### src/rtl/sfq_gate_pkg.sv
// Shared types and helpers for the clocked-SFQ threshold gate model.
package sfq_gate_pkg;

    localparam int MAX_N_IN = 16;
    // Width able to hold a count of 0..MAX_N_IN.
    localparam int CNT_W    = 5;

    typedef enum logic [1:0] {
        GATE_AND = 2'd0,
        GATE_OR  = 2'd1,
        GATE_MAJ = 2'd2,
        GATE_THR = 2'd3
    } gate_mode_e;

    // Number of set bits in a vector zero-extended to MAX_N_IN.
    function automatic logic [CNT_W-1:0] popcount(input logic [MAX_N_IN-1:0] v);
        logic [CNT_W-1:0] c;
        c = '0;
        for (int i = 0; i < MAX_N_IN; i++) begin
            c = c + CNT_W'(v[i]);
        end
        return c;
    endfunction

endpackage

### src/rtl/sfq_tgl_pulse_det.sv
// Toggle-to-pulse converter: every level change on a toggle-encoded line
// becomes a single-cycle pulse, visible in the cycle the new level is present.
module sfq_tgl_pulse_det #(
    parameter int WIDTH = 1
) (
    input  logic             clk,
    input  logic             rst_n,
    input  logic [WIDTH-1:0] tgl,
    output logic [WIDTH-1:0] pulse
);

    logic [WIDTH-1:0] tgl_q;

    // Remember the previous level of every line.
    always_ff @(posedge clk or negedge rst_n) begin
        if (!rst_n) begin
            tgl_q <= '0;
        end else begin
            tgl_q <= tgl;
        end
    end

    assign pulse = tgl ^ tgl_q;

endmodule

### src/rtl/sfq_threshold_gate.sv
// Clocked SFQ gate model over N_IN toggle-encoded inputs: AND / OR / MAJORITY /
// THRESHOLD on the stored-flux (armed) state, evaluated on each SFQ clock pulse.
// A second pulse on an already armed input within one period is dropped and
// flagged. Optional macro SFQ_GATE_ERR_CNT_EN adds a saturating duplicate counter.
module sfq_threshold_gate
    import sfq_gate_pkg::*;
#(
    parameter int N_IN   = 2,
    parameter int MODE   = 0,
    parameter int THRESH = 1,
    parameter int ERR_W  = 8
) (
    input  logic              clk,
    input  logic              rst_n,
    input  logic [N_IN-1:0]   din_tgl,
    input  logic              sclk_tgl,
    output logic              dout_tgl,
    output logic [N_IN-1:0]   armed,
`ifdef SFQ_GATE_ERR_CNT_EN
    output logic [ERR_W-1:0]  err_cnt,
`endif
    output logic              err
);

    // Reject configurations the gate cannot represent.
    generate
        if (N_IN < 2 || N_IN > MAX_N_IN) begin : g_bad_n_in
            $error("sfq_threshold_gate: N_IN=%0d outside 2..%0d", N_IN, MAX_N_IN);
        end
        if (MODE < 0 || MODE > 3) begin : g_bad_mode
            $error("sfq_threshold_gate: MODE=%0d outside 0..3", MODE);
        end
        if (MODE == 3 && (THRESH < 1 || THRESH > N_IN)) begin : g_bad_thresh
            $error("sfq_threshold_gate: THRESH=%0d outside 1..N_IN", THRESH);
        end
        if (ERR_W < 1) begin : g_bad_err_w
            $error("sfq_threshold_gate: ERR_W must be at least 1");
        end
    endgenerate

    localparam gate_mode_e       GATE_MODE = gate_mode_e'(2'(MODE));
    localparam logic [CNT_W-1:0] ALL_LIM   = CNT_W'(N_IN);
    localparam logic [CNT_W-1:0] MAJ_LIM   = CNT_W'(N_IN / 2);
    localparam logic [CNT_W-1:0] THR_LIM   = CNT_W'(THRESH);

    logic [N_IN-1:0]  p;
    logic             ps;
    logic [N_IN-1:0]  armed_reg;
    logic [N_IN-1:0]  armed_next;
    logic [N_IN-1:0]  dup;
    logic [CNT_W-1:0] armed_cnt;
    logic             fire;
    logic             dout_reg;
    logic             err_reg;

    sfq_tgl_pulse_det #(.WIDTH(N_IN)) u_din_det (
        .clk   (clk),
        .rst_n (rst_n),
        .tgl   (din_tgl),
        .pulse (p)
    );

    sfq_tgl_pulse_det #(.WIDTH(1)) u_sclk_det (
        .clk   (clk),
        .rst_n (rst_n),
        .tgl   (sclk_tgl),
        .pulse (ps)
    );

    // Per input: a clock pulse clears stored flux first, so a coincident data
    // pulse arms the next period; otherwise a pulse on an armed input is a duplicate.
    genvar gi;
    generate
        for (gi = 0; gi < N_IN; gi++) begin : g_in
            assign armed_next[gi] = ps ? p[gi] : (armed_reg[gi] | p[gi]);
            assign dup[gi]        = p[gi] & armed_reg[gi] & ~ps;
        end
    endgenerate

    // Fire decision on the armed state held before this clock pulse.
    always_comb begin
        fire      = 1'b0;
        armed_cnt = popcount(MAX_N_IN'(armed_reg));
        unique case (GATE_MODE)
            GATE_AND: fire = (armed_cnt == ALL_LIM);
            GATE_OR:  fire = (armed_cnt != '0);
            GATE_MAJ: fire = (armed_cnt > MAJ_LIM);
            GATE_THR: fire = (armed_cnt >= THR_LIM);
            default:  fire = 1'b0;
        endcase
        // An empty gate never fires, whatever the mode.
        if (!ps || armed_cnt == '0) begin
            fire = 1'b0;
        end
    end

    // Stored flux, output toggle flop and sticky duplicate flag.
    always_ff @(posedge clk or negedge rst_n) begin
        if (!rst_n) begin
            armed_reg <= '0;
            dout_reg  <= 1'b0;
            err_reg   <= 1'b0;
        end else begin
            armed_reg <= armed_next;
            if (fire) begin
                dout_reg <= ~dout_reg;
            end
            if (|dup) begin
                err_reg <= 1'b1;
            end
        end
    end

    assign armed    = armed_reg;
    assign dout_tgl = dout_reg;
    assign err      = err_reg;

`ifdef SFQ_GATE_ERR_CNT_EN
    localparam int               SUM_W   = ERR_W + CNT_W;
    localparam logic [ERR_W-1:0] CNT_MAX = {ERR_W{1'b1}};

    logic [ERR_W-1:0] err_cnt_reg;
    logic [ERR_W-1:0] err_cnt_next;
    logic [SUM_W-1:0] err_sum;

    // Several inputs may duplicate in the same cycle; add them all, then saturate.
    always_comb begin
        err_sum      = SUM_W'(err_cnt_reg) + SUM_W'(popcount(MAX_N_IN'(dup)));
        err_cnt_next = err_sum[ERR_W-1:0];
        if (err_sum > SUM_W'(CNT_MAX)) begin
            err_cnt_next = CNT_MAX;
        end
    end

    // Duplicate-pulse counter register.
    always_ff @(posedge clk or negedge rst_n) begin
        if (!rst_n) begin
            err_cnt_reg <= '0;
        end else begin
            err_cnt_reg <= err_cnt_next;
        end
    end

    assign err_cnt = err_cnt_reg;
`endif

endmodule
### config.mk
export PLATFORM = sky130hd
export DESIGN_NAME = sfq_threshold_gate
export DESIGN_NICKNAME = d
export VERILOG_FILES = /design/src/rtl/sfq_gate_pkg.sv /design/src/rtl/sfq_tgl_pulse_det.sv /design/src/rtl/sfq_threshold_gate.sv
export SDC_FILE = /design/constraint.sdc
export NUM_CORES = 1
export LEC_CHECK = 0
export ABC_AREA = 1
export BUFFER_PORTS_ARGS = -buffer_cell sky130_fd_sc_hd__buf_2
export CAP_MARGIN = 25
export CORE_AREA = 2 2 39 41
export DETAILED_ROUTE_END_ITERATION = 8
export DIE_AREA = 0 0 41 43
export PLACE_DENSITY = 0.38
export SETUP_SLACK_MARGIN = 0.5
export SYNTH_ARGS = -nofsm -noshare
export SYNTH_HDL_FRONTEND = slang
export SYNTH_SLANG_ARGS = --single-unit
### constraint.sdc
create_clock -name clk -period 1 [get_ports clk]
set_input_delay 0.15 -clock clk [delete_from_list [all_inputs] [get_ports clk]]
set_output_delay 0.15 -clock clk [all_outputs]
set_load 0.02 [all_outputs]
==> flow_results.xml, run 1 <==
<?xml version="1.0" encoding="UTF-8"?>
<metrics>
  <group name="worst_setup_path">
    <metric name="worstPathRequired" unit="ns">0.85</metric>
    <metric name="crit_path_max_fanout" unit="">2</metric>
    <metric name="timing.critical_path.to_type" unit="">output port</metric>
    <metric name="reg2reg_slack" unit="ns">0.14</metric>
    <metric name="worstPathBufferInverterCount" unit="">1</metric>
    <metric name="r2r_end" unit="">dout_tgl</metric>
    <metric name="critPathTopFamily" unit="">flip-flops</metric>
    <metric name="critical_path.reg2reg.startpoint" unit="">armed[1]</metric>
    <metric name="cell_chain_of_the_critical_path" unit="">buf_6</metric>
    <metric name="crit_arrival" unit="ns">0.78</metric>
    <metric name="worst-r2r-cell-count" unit="">5</metric>
    <metric name="crit_type" unit="">flip-flop to output port</metric>
    <metric name="crit_path_slowest_cell" unit="">sky130_fd_sc_hd__dfrtp_2</metric>
    <metric name="slowest_delay" unit="ns">0.41</metric>
    <metric name="startpoint_type" unit="">flip-flop</metric>
  </group>
  <group name="synthesis">
    <metric name="yosys-mux-area-fraction" unit="">0</metric>
    <metric name="synth_top_family_by_area" unit="">simple AND/OR/NAND/NOR gates</metric>
    <metric name="synth_seq_area_share" unit="">0.591</metric>
    <metric name="synth.avg_cell_area" unit="µm²">8.24</metric>
    <metric name="synthesized_area_fraction_occupied_by_ao_oa_aoi_and_oai_cells" unit="">0.0169</metric>
    <metric name="synth_xor_xnor_area_share" unit="">0</metric>
    <metric name="netlist-cell-type-count" unit="">7</metric>
    <metric name="yosys.area_share.simple" unit="">0.291</metric>
    <metric name="synthDominantAreaCellType" unit="">sky130_fd_sc_hd__dfrtp_1</metric>
    <metric name="number_of_cells_produced_by_synthesis" unit="">36</metric>
    <metric name="summed_instance_area_of_the_synthesized_netlist" unit="µm²">297</metric>
    <metric name="synth-adder-area-share" unit="">0</metric>
    <metric name="synth_warnings" unit="">0</metric>
    <metric name="yosys-top-cells-area" unit="">sky130_fd_sc_hd__dfrtp_1 (59%), sky130_fd_sc_hd__nand2_1 (16%), sky130_fd_sc_hd__inv_1 (10%)</metric>
    <metric name="mappedNetlistNets" unit="">41</metric>
    <metric name="ys_seq_elements" unit="">7</metric>
    <metric name="post-synth-top-area-fraction" unit="">0.591</metric>
  </group>
  <group name="place">
    <metric name="place.port_buffers" unit="">8</metric>
    <metric name="dp_hpwl" unit="µm">423</metric>
    <metric name="place_congestion" unit="">0.685</metric>
    <metric name="dp_cells" unit="">60</metric>
    <metric name="detailedPlace.worstSlack" unit="ns">0.154</metric>
    <metric name="placedInstanceArea" unit="µm²">363</metric>
  </group>
  <group name="pwr">
    <metric name="vdd.ir_drop.worst" unit="mV">0.597</metric>
    <metric name="p_per_area" unit="nW/µm²">1730</metric>
    <metric name="total_leakage_power" unit="µW">0.000255</metric>
  </group>
  <group name="worst_hold_path">
    <metric name="hold-path-cell-count" unit="">1</metric>
    <metric name="hold_end" unit="">u_din_det.tgl_q[0]</metric>
    <metric name="min_delay_path_class" unit="">primary input to flip-flop</metric>
    <metric name="hold_path_startpoint" unit="">din_tgl[0]</metric>
  </group>
  <group name="cells_and_area">
    <metric name="synth_to_final_area_change" unit="%">62.4</metric>
    <metric name="final-instance-count-excl-fill" unit="">68</metric>
    <metric name="final_net_count" unit="">58</metric>
    <metric name="post-route-cell-area" unit="µm²">482</metric>
    <metric name="final.fill_count" unit="">152</metric>
    <metric name="antenna_cells" unit="">0</metric>
    <metric name="final_layout_size_suffix_gt1_frac" unit="">0.538</metric>
  </group>
  <group name="die">
    <metric name="top_level_ports" unit="">9</metric>
    <metric name="die_height" unit="µm">43</metric>
    <metric name="start_util" unit="">0.214</metric>
    <metric name="coreArea" unit="µm²">1380</metric>
    <metric name="floorplan.die.width" unit="µm">41</metric>
    <metric name="design.die.area" unit="µm²">1760</metric>
    <metric name="rows" unit="">14</metric>
  </group>
  <group name="detailed_routing">
    <metric name="route.vias.total" unit="">272</metric>
    <metric name="viasPerCell" unit="">4.00</metric>
    <metric name="route.detailed.drc" unit="">0</metric>
    <metric name="drt_iter0_markers" unit="">1</metric>
    <metric name="drtAntennaViolNets" unit="">0</metric>
    <metric name="drt-wirelength-per-cell" unit="µm">8.65</metric>
    <metric name="final_wirelength" unit="µm">588</metric>
    <metric name="dr_pass1_iterations" unit="">2</metric>
  </group>
  <group name="sta">
    <metric name="post-route-min-period" unit="ns">0.933</metric>
    <metric name="post-route-period-util" unit="">0.933</metric>
    <metric name="setup_viol" unit="">0</metric>
    <metric name="rsz0062_at_grt" unit="">yes</metric>
    <metric name="tightest_slew" unit="ns">0.164</metric>
    <metric name="final.setup_skew" unit="ns">0.00399</metric>
    <metric name="timing.final.ws_setup" unit="ns">0.0671</metric>
    <metric name="hold_viol" unit="">0</metric>
    <metric name="number_of_max_slew_violations_in_the_final_report" unit="">0</metric>
    <metric name="fin_setup_tns" unit="ns">0</metric>
    <metric name="timing.fmax" unit="MHz">1070</metric>
    <metric name="worst_hold_slack" unit="ns">0.0359</metric>
    <metric name="maxSlewHeadroom" unit="">0.891</metric>
  </group>
  <group name="clock_network">
    <metric name="clk_pin_slew" unit="ns">0.05</metric>
    <metric name="tritoncts.num_buffers" unit="">3</metric>
    <metric name="h_tree_lvls" unit="">1</metric>
    <metric name="cts_tree" unit="">yes</metric>
    <metric name="ctsLongestPathBuffers" unit="">2</metric>
    <metric name="cts_num_sinks" unit="">7</metric>
    <metric name="worstSkewPairLatency" unit="ns">0.25</metric>
    <metric name="clock-root-buffer" unit="">sky130_fd_sc_hd__clkbuf_4</metric>
  </group>
  <group name="outcome">
    <metric name="outcome" unit="">finished clean</metric>
  </group>
  <group name="run">
    <metric name="max_cap_violations" unit="">0</metric>
  </group>
  <group name="global_route">
    <metric name="grt-ovfl-total" unit="">0</metric>
    <metric name="largest_net_degree_at_the_start_of_global_routing" unit="">8</metric>
    <metric name="antenna_found_initial" unit="">0</metric>
    <metric name="grt_pass1_wl" unit="µm">972</metric>
    <metric name="grt_pass1_vias" unit="">265</metric>
    <metric name="grtUsageTotal" unit="">0.0891</metric>
  </group>
</metrics>
==> metrics by stage <==
| stage | power, µW | utilization |
|---|---|---|
| 2_1_floorplan | 436 | - |
| 3_3_place_gp | 486 | 0.262 |
| 3_5_place_dp | 493 | 0.262 |
| 4_1_cts | 843 | 0.341 |
| 5_1_grt | 899 | 0.348 |
| 6_report | 835 | 0.348 |
==> synth_stat cells (all sizes together) <==
master	count
dfrtp	7
inv	8
nand2	14
nand3	5
nor2	1
o21ai	1
==> worst max-delay path by stage <==
stage / endpoint / from / slack [ns] / cells past startpoint
after floorplan: dout_tgl / armed[1] / 0.21 / 3
after global placement: err / u_sclk_det.tgl_q / 0.18 / 4
after detailed placement: dout_tgl / u_sclk_det.tgl_q / 0.15 / 4
after CTS: armed[1] / armed[1] / 0.06 / 1
after global routing: armed[1] / armed[1] / 0.04 / 1
final: armed[1] / armed[1] / 0.07 / 1
==> worst reg2reg max path, cell delays in order (launching register included) <==
cell and delay, ns:
sky130_fd_sc_hd__dfrtp_2 0.41, sky130_fd_sc_hd__buf_4 0.16, sky130_fd_sc_hd__nand2_4 0.07, sky130_fd_sc_hd__nor2_2 0.04
sky130_fd_sc_hd__nand2_1 0.05, sky130_fd_sc_hd__nand2_1 0.05
==> logic make-up after synthesis <==
group                  Yosys count
DFF                              7
buffers and inverters            8
AOI/OAI and AO/OA                1
and+or+nand+nor                 20
==> power breakdown <==
part	internal, µW	switching, µW
Combinational	122	120
Sequential	318	22.9
Clock	152	99.0
Total	593	242
==> layer usage <==
metal | vias up | global-route usage | wire length [µm]
met3 | 0 | 0.0471 | 38
met1 | 127 | 0.0825 | 256
met4 | 0 | 0.0800 | 0
li1 | 139 | - | -
met5 | - | 0 | 0
met2 | 6 | 0.131 | 293
==> layout by cell type, fill, tap and decap left out <==
master	netlist	routed
sky130_fd_sc_hd__inv_1	8	7
sky130_fd_sc_hd__o21ai_1	1	1
sky130_fd_sc_hd__nand2_4	0	2
sky130_fd_sc_hd__buf_4	0	3
sky130_fd_sc_hd__dfrtp_2	0	3
sky130_fd_sc_hd__nand3_2	0	3
sky130_fd_sc_hd__clkbuf_1	0	1
sky130_fd_sc_hd__nor2_2	1	1
sky130_fd_sc_hd__nand2_1	13	8
sky130_fd_sc_hd__buf_2	0	4
sky130_fd_sc_hd__inv_2	0	1
sky130_fd_sc_hd__buf_6	0	4
sky130_fd_sc_hd__nand2_2	1	4
sky130_fd_sc_hd__dlygate4sd3_1	0	1
sky130_fd_sc_hd__nand3_1	5	2
sky130_fd_sc_hd__dfrtp_1	7	4
sky130_fd_sc_hd__clkbuf_4	0	3
==> final cells by class <==
| class | instances | area (µm²) | area share |
|---|---|---|---|
| clock buffers | 4 | 26.3 | 0.0545 |
| inverters | 8 | 30.0 | 0.0623 |
| multi-input cells | 21 | 129 | 0.268 |
| flip-flops and latches | 7 | 179 | 0.371 |
| well taps | 16 | 20.0 | 0.0416 |
| repair buffers | 12 | 97.6 | 0.203 |
==> timing repair <==
item	CTS	global route
setup buffers	3	0
resized for setup	14	4
endpoints found under the hold margin	7	0
pin swaps	2	2
hold buffers	1	0
setup endpoints to repair	8	8
Power figures use the tool's default switching activity.
==> run 2: changes to the inputs <==
- SETUP_SLACK_MARGIN: 0.5 -> not set
==> run 2 against run 1 <==
Compared with the run above:
- critical path depth did not move
- final area fell by 15%
- global-route usage fell by 0.12 points
- utilization fell by 5.3 points
- register-to-register slack improved by 0.02 ns
- sequential share of layout area rose by 5.8 points
- largest power group unchanged
- largest cell class unchanged
- combinational power fell by 34%
==> flow_results.xml, run 2 (same netlist as run 1, synthesis figures left out) <==
<?xml version="1.0" encoding="UTF-8"?>
<metrics>
  <group name="outcome">
    <metric name="outcome" unit="">finished clean</metric>
  </group>
  <group name="sta">
    <metric name="post-route-period-util" unit="">0.943</metric>
    <metric name="maxSlewHeadroom" unit="">0.891</metric>
    <metric name="final.setup_skew" unit="ns">0.00215</metric>
    <metric name="tightest_slew" unit="ns">0.164</metric>
    <metric name="number_of_max_slew_violations_in_the_final_report" unit="">0</metric>
    <metric name="post-route-min-period" unit="ns">0.943</metric>
    <metric name="timing.final.ws_setup" unit="ns">0.0570</metric>
    <metric name="rsz0062_at_grt" unit="">no</metric>
    <metric name="setup_viol" unit="">0</metric>
    <metric name="timing.fmax" unit="MHz">1060</metric>
    <metric name="fin_setup_tns" unit="ns">0</metric>
    <metric name="hold_viol" unit="">0</metric>
  </group>
  <group name="global_route">
    <metric name="grt_pass1_vias" unit="">248</metric>
    <metric name="grtUsageTotal" unit="">0.0879</metric>
    <metric name="largest_net_degree_at_the_start_of_global_routing" unit="">8</metric>
    <metric name="gr-usage-met1" unit="">0.102</metric>
    <metric name="antenna_found_initial" unit="">0</metric>
    <metric name="gr-usage-met2" unit="">0.109</metric>
    <metric name="grt.busiest_layer" unit="">met2</metric>
    <metric name="global_routing_usage_on_met3" unit="">0.0314</metric>
    <metric name="grt_pass1_wl" unit="µm">959</metric>
    <metric name="grt-ovfl-total" unit="">0</metric>
  </group>
  <group name="cells_and_area">
    <metric name="synth_to_final_area_change" unit="%">37.6</metric>
    <metric name="layout.cells.most_common" unit="">sky130_fd_sc_hd__nand2_1</metric>
    <metric name="final_net_count" unit="">57</metric>
    <metric name="final_cell_mix" unit="">sky130_fd_sc_hd__nand2_1 (13), sky130_fd_sc_hd__inv_1 (8), sky130_fd_sc_hd__buf_2 (8)</metric>
    <metric name="final_layout_size_suffix_gt1_frac" unit="">0.294</metric>
    <metric name="antenna_cells" unit="">0</metric>
  </group>
  <group name="worst_setup_path">
    <metric name="crit_path_slowest_cell" unit="">sky130_fd_sc_hd__dfrtp_1</metric>
    <metric name="worstPathBufferInverterCount" unit="">1</metric>
    <metric name="slowest_delay" unit="ns">0.38</metric>
    <metric name="timing.critical_path.from" unit="">dout_tgl</metric>
    <metric name="crit_type" unit="">flip-flop to output port</metric>
    <metric name="crit_path_max_fanout" unit="">3</metric>
    <metric name="crit_arrival" unit="ns">0.79</metric>
    <metric name="r2r_end" unit="">dout_tgl</metric>
    <metric name="startpoint_type" unit="">flip-flop</metric>
    <metric name="cell_chain_of_the_critical_path" unit="">buf_2</metric>
    <metric name="critical_path.reg2reg.startpoint" unit="">armed[1]</metric>
    <metric name="worst-r2r-cell-count" unit="">5</metric>
    <metric name="reg2reg_slack" unit="ns">0.16</metric>
    <metric name="critPathTopFamily" unit="">flip-flops</metric>
    <metric name="timing.critical_path.to_type" unit="">output port</metric>
    <metric name="worstPathRequired" unit="ns">0.85</metric>
  </group>
  <group name="detailed_routing">
    <metric name="final_wirelength" unit="µm">556</metric>
    <metric name="viasPerCell" unit="">3.91</metric>
    <metric name="drt-wirelength-per-cell" unit="µm">8.30</metric>
    <metric name="route.detailed.drc" unit="">0</metric>
    <metric name="drt_iter0_markers" unit="">3</metric>
    <metric name="drtAntennaViolNets" unit="">0</metric>
    <metric name="route.vias.total" unit="">262</metric>
    <metric name="dr_pass1_iterations" unit="">4</metric>
  </group>
  <group name="worst_hold_path">
    <metric name="hold-path-cell-count" unit="">1</metric>
    <metric name="min_delay_path_class" unit="">primary input to flip-flop</metric>
    <metric name="hold_end" unit="">u_din_det.tgl_q[1]</metric>
    <metric name="hold_path_startpoint" unit="">din_tgl[1]</metric>
  </group>
  <group name="clock_network">
    <metric name="cts_tree" unit="">yes</metric>
    <metric name="h_tree_lvls" unit="">1</metric>
    <metric name="clk_pin_slew" unit="ns">0.05</metric>
    <metric name="worstSkewPairLatency" unit="ns">0.25</metric>
    <metric name="cts_num_sinks" unit="">7</metric>
    <metric name="ctsLongestPathBuffers" unit="">2</metric>
    <metric name="clock-root-buffer" unit="">sky130_fd_sc_hd__clkbuf_4</metric>
    <metric name="cts_resized" unit="">0</metric>
    <metric name="tritoncts.num_buffers" unit="">3</metric>
  </group>
  <group name="pwr">
    <metric name="p_per_area" unit="nW/µm²">1850</metric>
    <metric name="clkPwrFrac" unit="">0.348</metric>
    <metric name="report.power.total" unit="µW">756</metric>
    <metric name="switchingPower" unit="µW">225</metric>
    <metric name="total_leakage_power" unit="µW">0.000234</metric>
    <metric name="seq_power_share" unit="">0.442</metric>
    <metric name="switching_share" unit="">0.297</metric>
    <metric name="vdd.ir_drop.worst" unit="mV">0.672</metric>
    <metric name="power.share.combinational" unit="">0.211</metric>
    <metric name="internal_power" unit="µW">531</metric>
  </group>
  <group name="die">
    <metric name="die_height" unit="µm">43</metric>
    <metric name="start_util" unit="">0.214</metric>
    <metric name="floorplan.die.width" unit="µm">41</metric>
    <metric name="coreArea" unit="µm²">1380</metric>
    <metric name="rows" unit="">14</metric>
    <metric name="top_level_ports" unit="">9</metric>
    <metric name="design.die.area" unit="µm²">1760</metric>
  </group>
  <group name="place">
    <metric name="detailedPlace.worstSlack" unit="ns">0.166</metric>
    <metric name="place.port_buffers" unit="">8</metric>
    <metric name="place_congestion" unit="">0.647</metric>
  </group>
  <group name="run">
    <metric name="max_cap_violations" unit="">0</metric>
  </group>
</metrics>
-- run 2: cell count changes in the layout (fill, tap and decap cells not counted), moves of 2 or more --
cell,previous run,this run
sky130_fd_sc_hd__dfrtp_2,3,0
sky130_fd_sc_hd__buf_2,4,8
sky130_fd_sc_hd__nand3_2,3,0
sky130_fd_sc_hd__nand3_1,2,5
sky130_fd_sc_hd__buf_6,4,0
sky130_fd_sc_hd__nand2_1,8,13
sky130_fd_sc_hd__dfrtp_1,4,7
sky130_fd_sc_hd__nand2_2,4,1
sky130_fd_sc_hd__nand2_4,2,0
-- run 2: worst register-to-register path, cell delays in order (launching register included) --
cell and delay, ns:
sky130_fd_sc_hd__dfrtp_1 0.37, sky130_fd_sc_hd__buf_4 0.14, sky130_fd_sc_hd__nand2_1 0.09, sky130_fd_sc_hd__nor2_2 0.04, sky130_fd_sc_hd__nand2_1 0.05, sky130_fd_sc_hd__nand2_1 0.05
-- run 2: worst max-delay path by stage --
| stage | slack [ns] | end | cells after the start |
|---|---|---|---|
| 2_1_floorplan | 0.13 | dout_tgl | 3 |
| 3_3_place_gp | 0.17 | dout_tgl | 4 |
| 3_5_place_dp | 0.17 | dout_tgl | 6 |
| 4_1_cts | 0.02 | armed[0] | 1 |
| 5_1_grt | 0.006 | dout_tgl | 1 |
| 6_report | 0.06 | dout_tgl | 1 |
-- run 2: cell type report --
type                       instances  area (µm²)
fill                             146         976
sequential                         7         175
multi-input combinational         21        91.3
timing repair buffer              11        65.1
inverter                           8        30.0
clock buffer                       4        26.3
tap                               16        20.0
-- run 2: power by group through the flow --
stage / Clock [µW] / Sequential (µW) / Combinational [µW]
global route: 298 / 339 / 179
detailed placement: 0 / 345 / 142
CTS: 265 / 341 / 145
finish: 263 / 334 / 159
global placement: 0 / 347 / 141
floorplan: 0 / 377 / 55.2
-- run 2: layer usage --
metal  vias up  share of wire
met5         -              0
met4         0          0.018
met3         2          0.059
met2         5           0.44
met1       117           0.48
li1        138              -
-- run 2: through the flow --
stage	hold slack, ns	util	cell area, µm²	std cells
floorplan	-0.146	-	297	36
global placement	0.00441	0.258	357	60
detailed placement	-0.00269	0.258	357	60
CTS	0.0319	0.284	393	65
global route	0.0112	0.295	408	67
finish	0.0328	0.295	408	67
-- run 2: timing repair --
item / 4_1_cts / 5_1_grt
endpoints found under the setup margin: 0 / 2
hold endpoints to repair: 7 / 0
setup buffers: 0 / 2
hold buffers: 1 / 0
